## src/rtl/i2s_capture_ctrl_if.sv

```systemverilog
// Sample FIFO and buffer-memory write port of the I2S capture controller.
// master: capture controller side; slave: FIFO / memory side.
interface i2s_capture_ctrl_if #(
   parameter int unsigned AW = 10
);
   logic          fifo_empty;
   logic          fifo_full;
   logic [31:0]   fifo_rdata;
   logic          fifo_rd;
   logic          mem_req;
   logic [AW-1:0] mem_addr;
   logic [31:0]   mem_wdata;
   logic          mem_ack;

   modport master (
      input  fifo_empty, fifo_full, fifo_rdata, mem_ack,
      output fifo_rd, mem_req, mem_addr, mem_wdata
   );

   modport slave (
      output fifo_empty, fifo_full, fifo_rdata, mem_ack,
      input  fifo_rd, mem_req, mem_addr, mem_wdata
   );
endinterface

```

## src/rtl/i2s_capture_ctrl.sv

```systemverilog
// Capture sequencer: enables the I2S receiver, pops its FIFO and writes each
// sample into a word-addressed buffer, single-shot or circular, with half/full
// buffer events, sticky FIFO overrun and drain-on-stop.
module i2s_capture_ctrl #(
   parameter int unsigned AW = 10
) (
   input  logic                   clk,
   input  logic                   rst_n,
   input  logic                   start_i,
   input  logic                   stop_i,
   input  logic                   circular_i,
   input  logic [AW-1:0]          buf_last_i,
   output logic                   i2s_en_o,
   i2s_capture_ctrl_if.master     bus_io,
   output logic                   busy_o,
   output logic                   done_o,
   output logic                   half_evt_o,
   output logic                   full_evt_o,
   output logic                   overrun_o
);

   typedef enum logic [1:0] {StIdle, StFetch, StWrite} state_e;

   state_e        state_q, state_d;
   logic [AW-1:0] last_q, last_d;
   logic [AW-1:0] ptr_q, ptr_d;
   logic          circ_q, circ_d;
   logic          stopping_q, stopping_d;
   logic          i2s_en_q, i2s_en_d;
   logic [31:0]   wdata_q, wdata_d;
   logic          mem_req_q;
   logic          busy_q;
   logic          done_q, done_d;
   logic          half_q, half_d;
   logic          full_q, full_d;
   logic          overrun_q, overrun_d;

   logic accept;
   logic pop;
   logic acked;
   logic at_last;
   logic at_half;

   // start is only honoured from IDLE and loses against a simultaneous stop
   assign accept  = (state_q == StIdle) && start_i && !stop_i;
   assign pop     = (state_q == StFetch) && !bus_io.fifo_empty;
   assign acked   = (state_q == StWrite) && bus_io.mem_ack;
   assign at_last = (ptr_q == last_q);
   assign at_half = (ptr_q == (last_q >> 1));

   // State register
   always_ff @(posedge clk or negedge rst_n) begin
      if (!rst_n) begin
         state_q <= StIdle;
      end else begin
         state_q <= state_d;
      end
   end

   // Next-state logic
   always_comb begin
      state_d = state_q;
      unique case (state_q)
         StIdle: begin
            if (accept) state_d = StFetch;
         end
         StFetch: begin
            // Draining continues as long as the FIFO has data, even when stopping
            if (!bus_io.fifo_empty) begin
               state_d = StWrite;
            end else if (stopping_q) begin
               state_d = StIdle;
            end
         end
         StWrite: begin
            if (bus_io.mem_ack) begin
               state_d = (at_last && !circ_q) ? StIdle : StFetch;
            end
         end
         default: state_d = StIdle;
      endcase
   end

   // Datapath and event next-state values
   always_comb begin
      last_d     = last_q;
      circ_d     = circ_q;
      ptr_d      = ptr_q;
      stopping_d = stopping_q;
      i2s_en_d   = i2s_en_q;
      wdata_d    = wdata_q;
      done_d     = 1'b0;
      half_d     = 1'b0;
      full_d     = 1'b0;

      if (accept) begin
         last_d     = buf_last_i;
         circ_d     = circular_i;
         ptr_d      = '0;
         stopping_d = 1'b0;
         i2s_en_d   = 1'b1;
      end

      if (pop) wdata_d = bus_io.fifo_rdata;

      if (acked) begin
         half_d = at_half;
         full_d = at_last;
         if (at_last) begin
            if (circ_q) begin
               ptr_d = '0;
            end else begin
               // Single-shot end: leave any remaining FIFO words unread
               i2s_en_d = 1'b0;
               done_d   = 1'b1;
            end
         end else begin
            ptr_d = ptr_q + 1'b1;
         end
      end

      if ((state_q == StFetch) && bus_io.fifo_empty && stopping_q) done_d = 1'b1;

      if (stop_i && (state_q != StIdle)) begin
         stopping_d = 1'b1;
         i2s_en_d   = 1'b0;
      end

      overrun_d = accept ? 1'b0 : (overrun_q | (bus_io.fifo_full & i2s_en_q));
   end

   // Datapath and registered-output flops
   always_ff @(posedge clk or negedge rst_n) begin
      if (!rst_n) begin
         last_q     <= '0;
         circ_q     <= 1'b0;
         ptr_q      <= '0;
         stopping_q <= 1'b0;
         i2s_en_q   <= 1'b0;
         wdata_q    <= '0;
         mem_req_q  <= 1'b0;
         busy_q     <= 1'b0;
         done_q     <= 1'b0;
         half_q     <= 1'b0;
         full_q     <= 1'b0;
         overrun_q  <= 1'b0;
      end else begin
         last_q     <= last_d;
         circ_q     <= circ_d;
         ptr_q      <= ptr_d;
         stopping_q <= stopping_d;
         i2s_en_q   <= i2s_en_d;
         wdata_q    <= wdata_d;
         mem_req_q  <= (state_d == StWrite);
         busy_q     <= (state_d != StIdle);
         done_q     <= done_d;
         half_q     <= half_d;
         full_q     <= full_d;
         overrun_q  <= overrun_d;
      end
   end

   // Outputs: all registered except the FIFO pop strobe
   always_comb begin
      bus_io.fifo_rd   = pop;
      bus_io.mem_req   = mem_req_q;
      bus_io.mem_addr  = ptr_q;
      bus_io.mem_wdata = wdata_q;
      i2s_en_o         = i2s_en_q;
      busy_o           = busy_q;
      done_o           = done_q;
      half_evt_o       = half_q;
      full_evt_o       = full_q;
      overrun_o        = overrun_q;
   end

endmodule

```

## src/flat_wrapper.sv

```systemverilog
// flat-port wrapper written by rule: the top's interface ports become plain ports
module i2s_capture_ctrl_flat 
#(
   parameter int unsigned AW = 10
)
  (clk, rst_n, start_i, stop_i, circular_i, buf_last_i, i2s_en_o, busy_o, done_o, half_evt_o, full_evt_o, overrun_o, bus_io_fifo_empty, bus_io_fifo_full, bus_io_fifo_rdata, bus_io_mem_ack, bus_io_fifo_rd, bus_io_mem_req, bus_io_mem_addr, bus_io_mem_wdata);
  i2s_capture_ctrl_if #(.AW(AW)) bus_io_i ();
  input  logic clk;
  input  logic rst_n;
  input  logic start_i;
  input  logic stop_i;
  input  logic circular_i;
  input  logic [AW-1:0] buf_last_i;
  output logic i2s_en_o;
  output logic busy_o;
  output logic done_o;
  output logic half_evt_o;
  output logic full_evt_o;
  output logic overrun_o;
  input wire logic [$bits(bus_io_i.fifo_empty)-1:0] bus_io_fifo_empty;
  input wire logic [$bits(bus_io_i.fifo_full)-1:0] bus_io_fifo_full;
  input wire logic [$bits(bus_io_i.fifo_rdata)-1:0] bus_io_fifo_rdata;
  input wire logic [$bits(bus_io_i.mem_ack)-1:0] bus_io_mem_ack;
  output wire logic [$bits(bus_io_i.fifo_rd)-1:0] bus_io_fifo_rd;
  output wire logic [$bits(bus_io_i.mem_req)-1:0] bus_io_mem_req;
  output wire logic [$bits(bus_io_i.mem_addr)-1:0] bus_io_mem_addr;
  output wire logic [$bits(bus_io_i.mem_wdata)-1:0] bus_io_mem_wdata;
  assign bus_io_i.fifo_empty = bus_io_fifo_empty;
  assign bus_io_i.fifo_full = bus_io_fifo_full;
  assign bus_io_i.fifo_rdata = bus_io_fifo_rdata;
  assign bus_io_i.mem_ack = bus_io_mem_ack;
  assign bus_io_fifo_rd = bus_io_i.fifo_rd;
  assign bus_io_mem_req = bus_io_i.mem_req;
  assign bus_io_mem_addr = bus_io_i.mem_addr;
  assign bus_io_mem_wdata = bus_io_i.mem_wdata;
  i2s_capture_ctrl #(.AW(AW)) u_core (.clk(clk), .rst_n(rst_n), .start_i(start_i), .stop_i(stop_i), .circular_i(circular_i), .buf_last_i(buf_last_i), .i2s_en_o(i2s_en_o), .bus_io(bus_io_i), .busy_o(busy_o), .done_o(done_o), .half_evt_o(half_evt_o), .full_evt_o(full_evt_o), .overrun_o(overrun_o));
endmodule
```

## config.mk

```make
export PLATFORM = sky130hd
export DESIGN_NAME = i2s_capture_ctrl_flat
export DESIGN_NICKNAME = d
export VERILOG_FILES = /design/src/rtl/i2s_capture_ctrl_if.sv /design/src/rtl/i2s_capture_ctrl.sv /design/src/flat_wrapper.sv
export SDC_FILE = /design/constraint.sdc
export NUM_CORES = 1
export LEC_CHECK = 0
export ABC_CLOCK_PERIOD_IN_PS = 2200
export BUFFER_PORTS_ARGS = -buffer_cell sky130_fd_sc_hd__buf_2
export CAP_MARGIN = 10
export CELL_PAD_IN_SITES_DETAIL_PLACEMENT = 1
export CELL_PAD_IN_SITES_GLOBAL_PLACEMENT = 1
export CORE_MARGIN = 2
export CORE_UTILIZATION = 39
export DETAILED_ROUTE_END_ITERATION = 10
export PLACE_DENSITY_LB_ADDON = 0.1
export RECOVER_POWER = 50
export SYNTH_ARGS = -nofsm -noshare
export SYNTH_HDL_FRONTEND = slang
export SYNTH_SLANG_ARGS = --single-unit
```

## constraint.sdc

```tcl
create_clock -name clk -period 2.2 [get_ports clk]
set_input_delay 0.22 -clock clk [delete_from_list [all_inputs] [get_ports clk]]
set_output_delay 0.22 -clock clk [all_outputs]
set_load 0.1 [all_outputs]
```

# == Yosys cells after proc, flatten, opt, wreduce, memory -nomap -nowiden ==
# Index checks and enable logic that the tools add are counted.
# Widths: inputs -> output; s select.
# totals
regBits,63
output_inout_bits,50
wordCells,60
# op_classes
add_sub_neg,1
eq_ne,5
n_mux,24
n_bitwise,2
n_reduce_logical,15
# op_table
operator,n
$mux 10,4
$mux 1,15
$add 10x1->10 const B,1
$eq 10x10->1,1
$eq 10x9->1,1
$logic_and 1x1->1,8
$mux 2,4
$pmux 2 s3,1
$reduce_bool 2->1,3
$eq 2x2->1 const B,2
$logic_not 1->1,3
$eq 2x1->1 const B,1
$logic_not 2->1,1
$and 1x1->1,1
$or 1x1->1,1

# == Depth between registers and ports, before layout ==
# depth
ltp_word,8
mapped_depth,7
mapped_depth_nobuf,6

# == Worst setup path after synthesis ==
# No wires, ideal clock.
# synth_path
kind,reg-to-reg
from,"register u_core.ptr_q[5], in the netlist u_core.bus_io.mem_addr[5]"
to,"register u_core.ptr_q[3], in the netlist u_core.bus_io.mem_addr[3]"
setup_ns,0.126
arrival_time_ns,2.319
t_required_ns,2.074
setup_slack_ns,-0.245
path_stages_with_launch,7
period_less_slack_ns,2.445
path_cell_list,dfrtp_1 -> buf_2 -> xnor2_2 -> nand4_2 -> or3_4 -> and2_4 -> a221o_1
# synth_via
elab_chain_len,3
# synth_lines
element,line,source
start: declaration,i2s_capture_ctrl.sv:26,"logic [AW-1:0] ptr_q, ptr_d;"
start signal: assignment,i2s_capture_ctrl.sv:150,ptr_q <= ptr_d;
$eq 10x10->1,i2s_capture_ctrl.sv:48,assign at_last = (ptr_q == last_q);
$mux 10,i2s_capture_ctrl.sv:109,if (at_last) begin
$mux 10,i2s_capture_ctrl.sv:106,if (acked) begin
named net u_core.ptr_d[3],i2s_capture_ctrl.sv:26,
# The timed path passes the listed nets, and every way through them passes these cells.
# A chain may end at the register's enable or synchronous reset.

# == Worst setup path after layout ==
# layout_path
from,register u_core.state_q[1]
to,register u_core.last_q[4]
# layout_via
elab_chain_len,3
# layout_lines
element,line,source
start: declaration,i2s_capture_ctrl.sv:24,"state_e state_q, state_d;"
start signal: assignment,i2s_capture_ctrl.sv:54,state_q <= StIdle;
start signal: assignment,i2s_capture_ctrl.sv:56,state_q <= state_d;
$logic_not 2->1,i2s_capture_ctrl.sv:45,assign accept = (state_q == StIdle) && start_i && !stop_i;
$logic_and 1x1->1 (2 in series),i2s_capture_ctrl.sv:45,
end signal: assignment,i2s_capture_ctrl.sv:148,last_q <= last_d;
end: declaration,i2s_capture_ctrl.sv:25,"logic [AW-1:0] last_q, last_d;"
# Every way passes these cells.

==> key figures <==
Clock network
  – Htree depth: 3
  – Clock sinks: 63
  – Post-CTS sizing: 0
  – Post-CTS Setup Bufs: 0
  – CTS Hold Bufs: 1
  – Clk root buf: clkbuf_8
  – CTS Buf Count: 9
  – Clk_lat worst skew: 340 ps
  – CTS tree: done
  – Clk buf depth: 2
  – Clock slew at reported path FFs: 70 ps

Global route
  – First-pass GRT wire length: 10.6 mm
  – GR Util All Layers: 17.6%
  – Number of global-route vias before repair: 2,140
  – Antenna violations before repair: 0
  – Largest net degree at the start of global routing: 64
  – Total congestion overflow: 0

Routing
  – M1 wire length: 2.85 mm
  – Post-route ant nets: 0
  – Drt first pass iters: 3
  – DRT iter0 DRCs: 59
  – Mean routed wirelength per cell: 15.6 um
  – DRC: 0
  – Drt total wl: 6.59 mm
  – Uppermost layer routed: met4
  – Vias: 2,030
  – Met3 routed WL: 527 um
  – Vias/cell: 4.82
  – Metal2 WL: 3.12 mm

Hold path
  – Hold path cells: 2
  – HP Class: in2reg

Die
  – Die Height: 89.6 um
  – Die width: 89.6 um
  – Io pins: 100
  – Number of placement rows: 31
  – Die area: 8040 um^2
  – Core ar.: 7180 um^2
  – Initial Util: 39.9%

Place
  – Placed cell count: 404
  – GPL Wtd Cong: 0.798
  – Port-buffer cells: 99
  – Post-DP HPWL: 4.80 mm

STA
  – Setup TNS: 0 ps
  – Fmax: 513 MHz
  – Fin Hold WS: 111 ps
  – Final setup violation count: 0
  – Fin crit period: 1950 ps
  – Slew Limit Headroom: 20.8%
  – Worst Tran Pin Value: 1190 ps
  – Max-slew violation count: 0
  – Max Clock Skew: 15.1 ps
  – Fin crit share: 88.5%
  – Final Hold Fails: 0
  – RSZ-0062 raised after global routing: false

Final layout
  – ANT cells: 0
  – Commonest non-fill, non-tap cell in the layout: buf_2
  – Most frequent cells in the layout: buf_2, dfrtp_1, mux2_2
  – Nets: 368
  – Fin cells: 421
  – P&R area growth vs syn: 26.6%
  – Share of post-route cells with drive strength above 1: 49.4%

Status
  – Outcome: complete, no violations

Logic synthesis
  – Syn nets: 266
  – Post-synthesis sequential area ratio: 55.1%
  – Gate Count Post-Synth: 215
  – Asr flop ratio synth: 100%
  – Cell area after synthesis: 2860 um^2
  – Synth unique cells: 37
  – Number of flops mapped to enable cells by yosys: 0
  – Register bit total from synthesis: 63
  – Yosys Warn Count: 0
  – Top_reg_cell synth: dfrtp_1
  – Syn avg cell area: 13.3 um^2

Worst setup path
  – CP Max Fanout: 13
  – Crit Path Category: reg2reg
  – CP required: 2420 ps
  – CP startpoint kind: flop
  – Worst Path Arrival: 2160 ps
  – Critical Path Sink Type: flop
  – Worst reg-to-reg path cell count: 3

Flow run
  – Max-Cap Viols: 0
-- sequential cells by signal, indices dropped and copies added, names as in the netlist --
signal	cells
u_core.stopping_q	1
u_core.bus_io.mem_wdata	32
u_core.overrun_o	1
u_core.busy_o	1
u_core.bus_io.mem_addr	10
u_core.i2s_en_o	1
u_core.done_o	1
u_core.circ_q	1
u_core.last_q	10
u_core.state_q	2
u_core.full_evt_o	1
u_core.half_evt_o	1
u_core.bus_io.mem_req	1
-- cells by family (layout without fill, tap and decap cells) --
group	Yosys count	after routing	share of synthesized area, %
adders and majority gates	1	1	0.437
DFF	63	63	55.1
buffers and inverters	19	126	3.98
xor gates and xnor gates	21	21	7.22
AOI/OAI and AO/OA	21	21	5.73
muxes	43	43	16.9
and+or+nand+nor	47	47	10.6
-- layout make-up --
cell class	instances	area, um^2
inverters	5	18.8
fillers	810	3560
flip-flops and latches	63	1590
clock buffers	13	159
repair buffers	105	536
well taps	99	124
clock inverters	3	17.5
multi-input cells	133	1180
-- stage by stage --
stage                     setup WS (ps)  util [%]  area (um^2)
after floorplan                    42.2         -         2870
after global placement              364      48.3         3470
after detailed placement            335      48.3         3470
after CTS                           266      50.9         3650
after global routing                134      50.4         3620
final                               252      50.4         3620
-- cell usage after synthesis, drive strengths merged, types with 2 or more instances --
master  count  share of area, %
inv         5              0.66
buf        14               3.3
a221o       3               1.0
nand3       8               1.4
o211ai      2              0.52
xor2        2              0.61
a21oi       5               1.0
o21ai       5              0.87
nand4       4               1.1
nand2       4              0.52
nor2        7              0.92
and2        3              0.74
nor3b       7               2.0
nor3        4              0.70
xnor2      19               6.6
nand3b      2              0.52
dfrtp      63                55
mux2       43                17
or2         2              0.44
a211o       2              0.61
-- per-layer routing --
layer | vias to the layer above | global-route usage, %
met1 | 998 | 22.5
li1 | 957 | -
met2 | 66 | 27.1
met4 | 0 | 6.11
met3 | 9 | 7.13
met5 | - | 0
-- final timing paths --
kind	from	endpoint	slack, ps
worst max register to register	u_core.state_q[1]$_DFF_PN0_	u_core.last_q[4]$_DFFE_PN0P_	250
max in group asynchronous	rst_n	u_core.bus_io.mem_addr[0]$_DFF_PN0_	1450
min in group asynchronous	rst_n	u_core.bus_io.mem_addr[6]$_DFF_PN0_	460
worst max-delay path	u_core.state_q[1]$_DFF_PN0_	u_core.last_q[4]$_DFFE_PN0P_	250
worst min-delay path	bus_io_fifo_rdata[9]	u_core.bus_io.mem_wdata[9]$_DFFE_PN0P_	110
worst min register to register	u_core.stopping_q$_DFFE_PN0P_	u_core.state_q[0]$_DFF_PN0_	490
-- critical path, stage by stage, from the launching register on --
cell      delay [ps]
dfrtp_1          490
nor4b_4          350
clkbuf_1         580
mux2_2           410
Power is not shown: default switching activity piles up to over one toggle a cycle in this logic, so the estimate is an artifact.
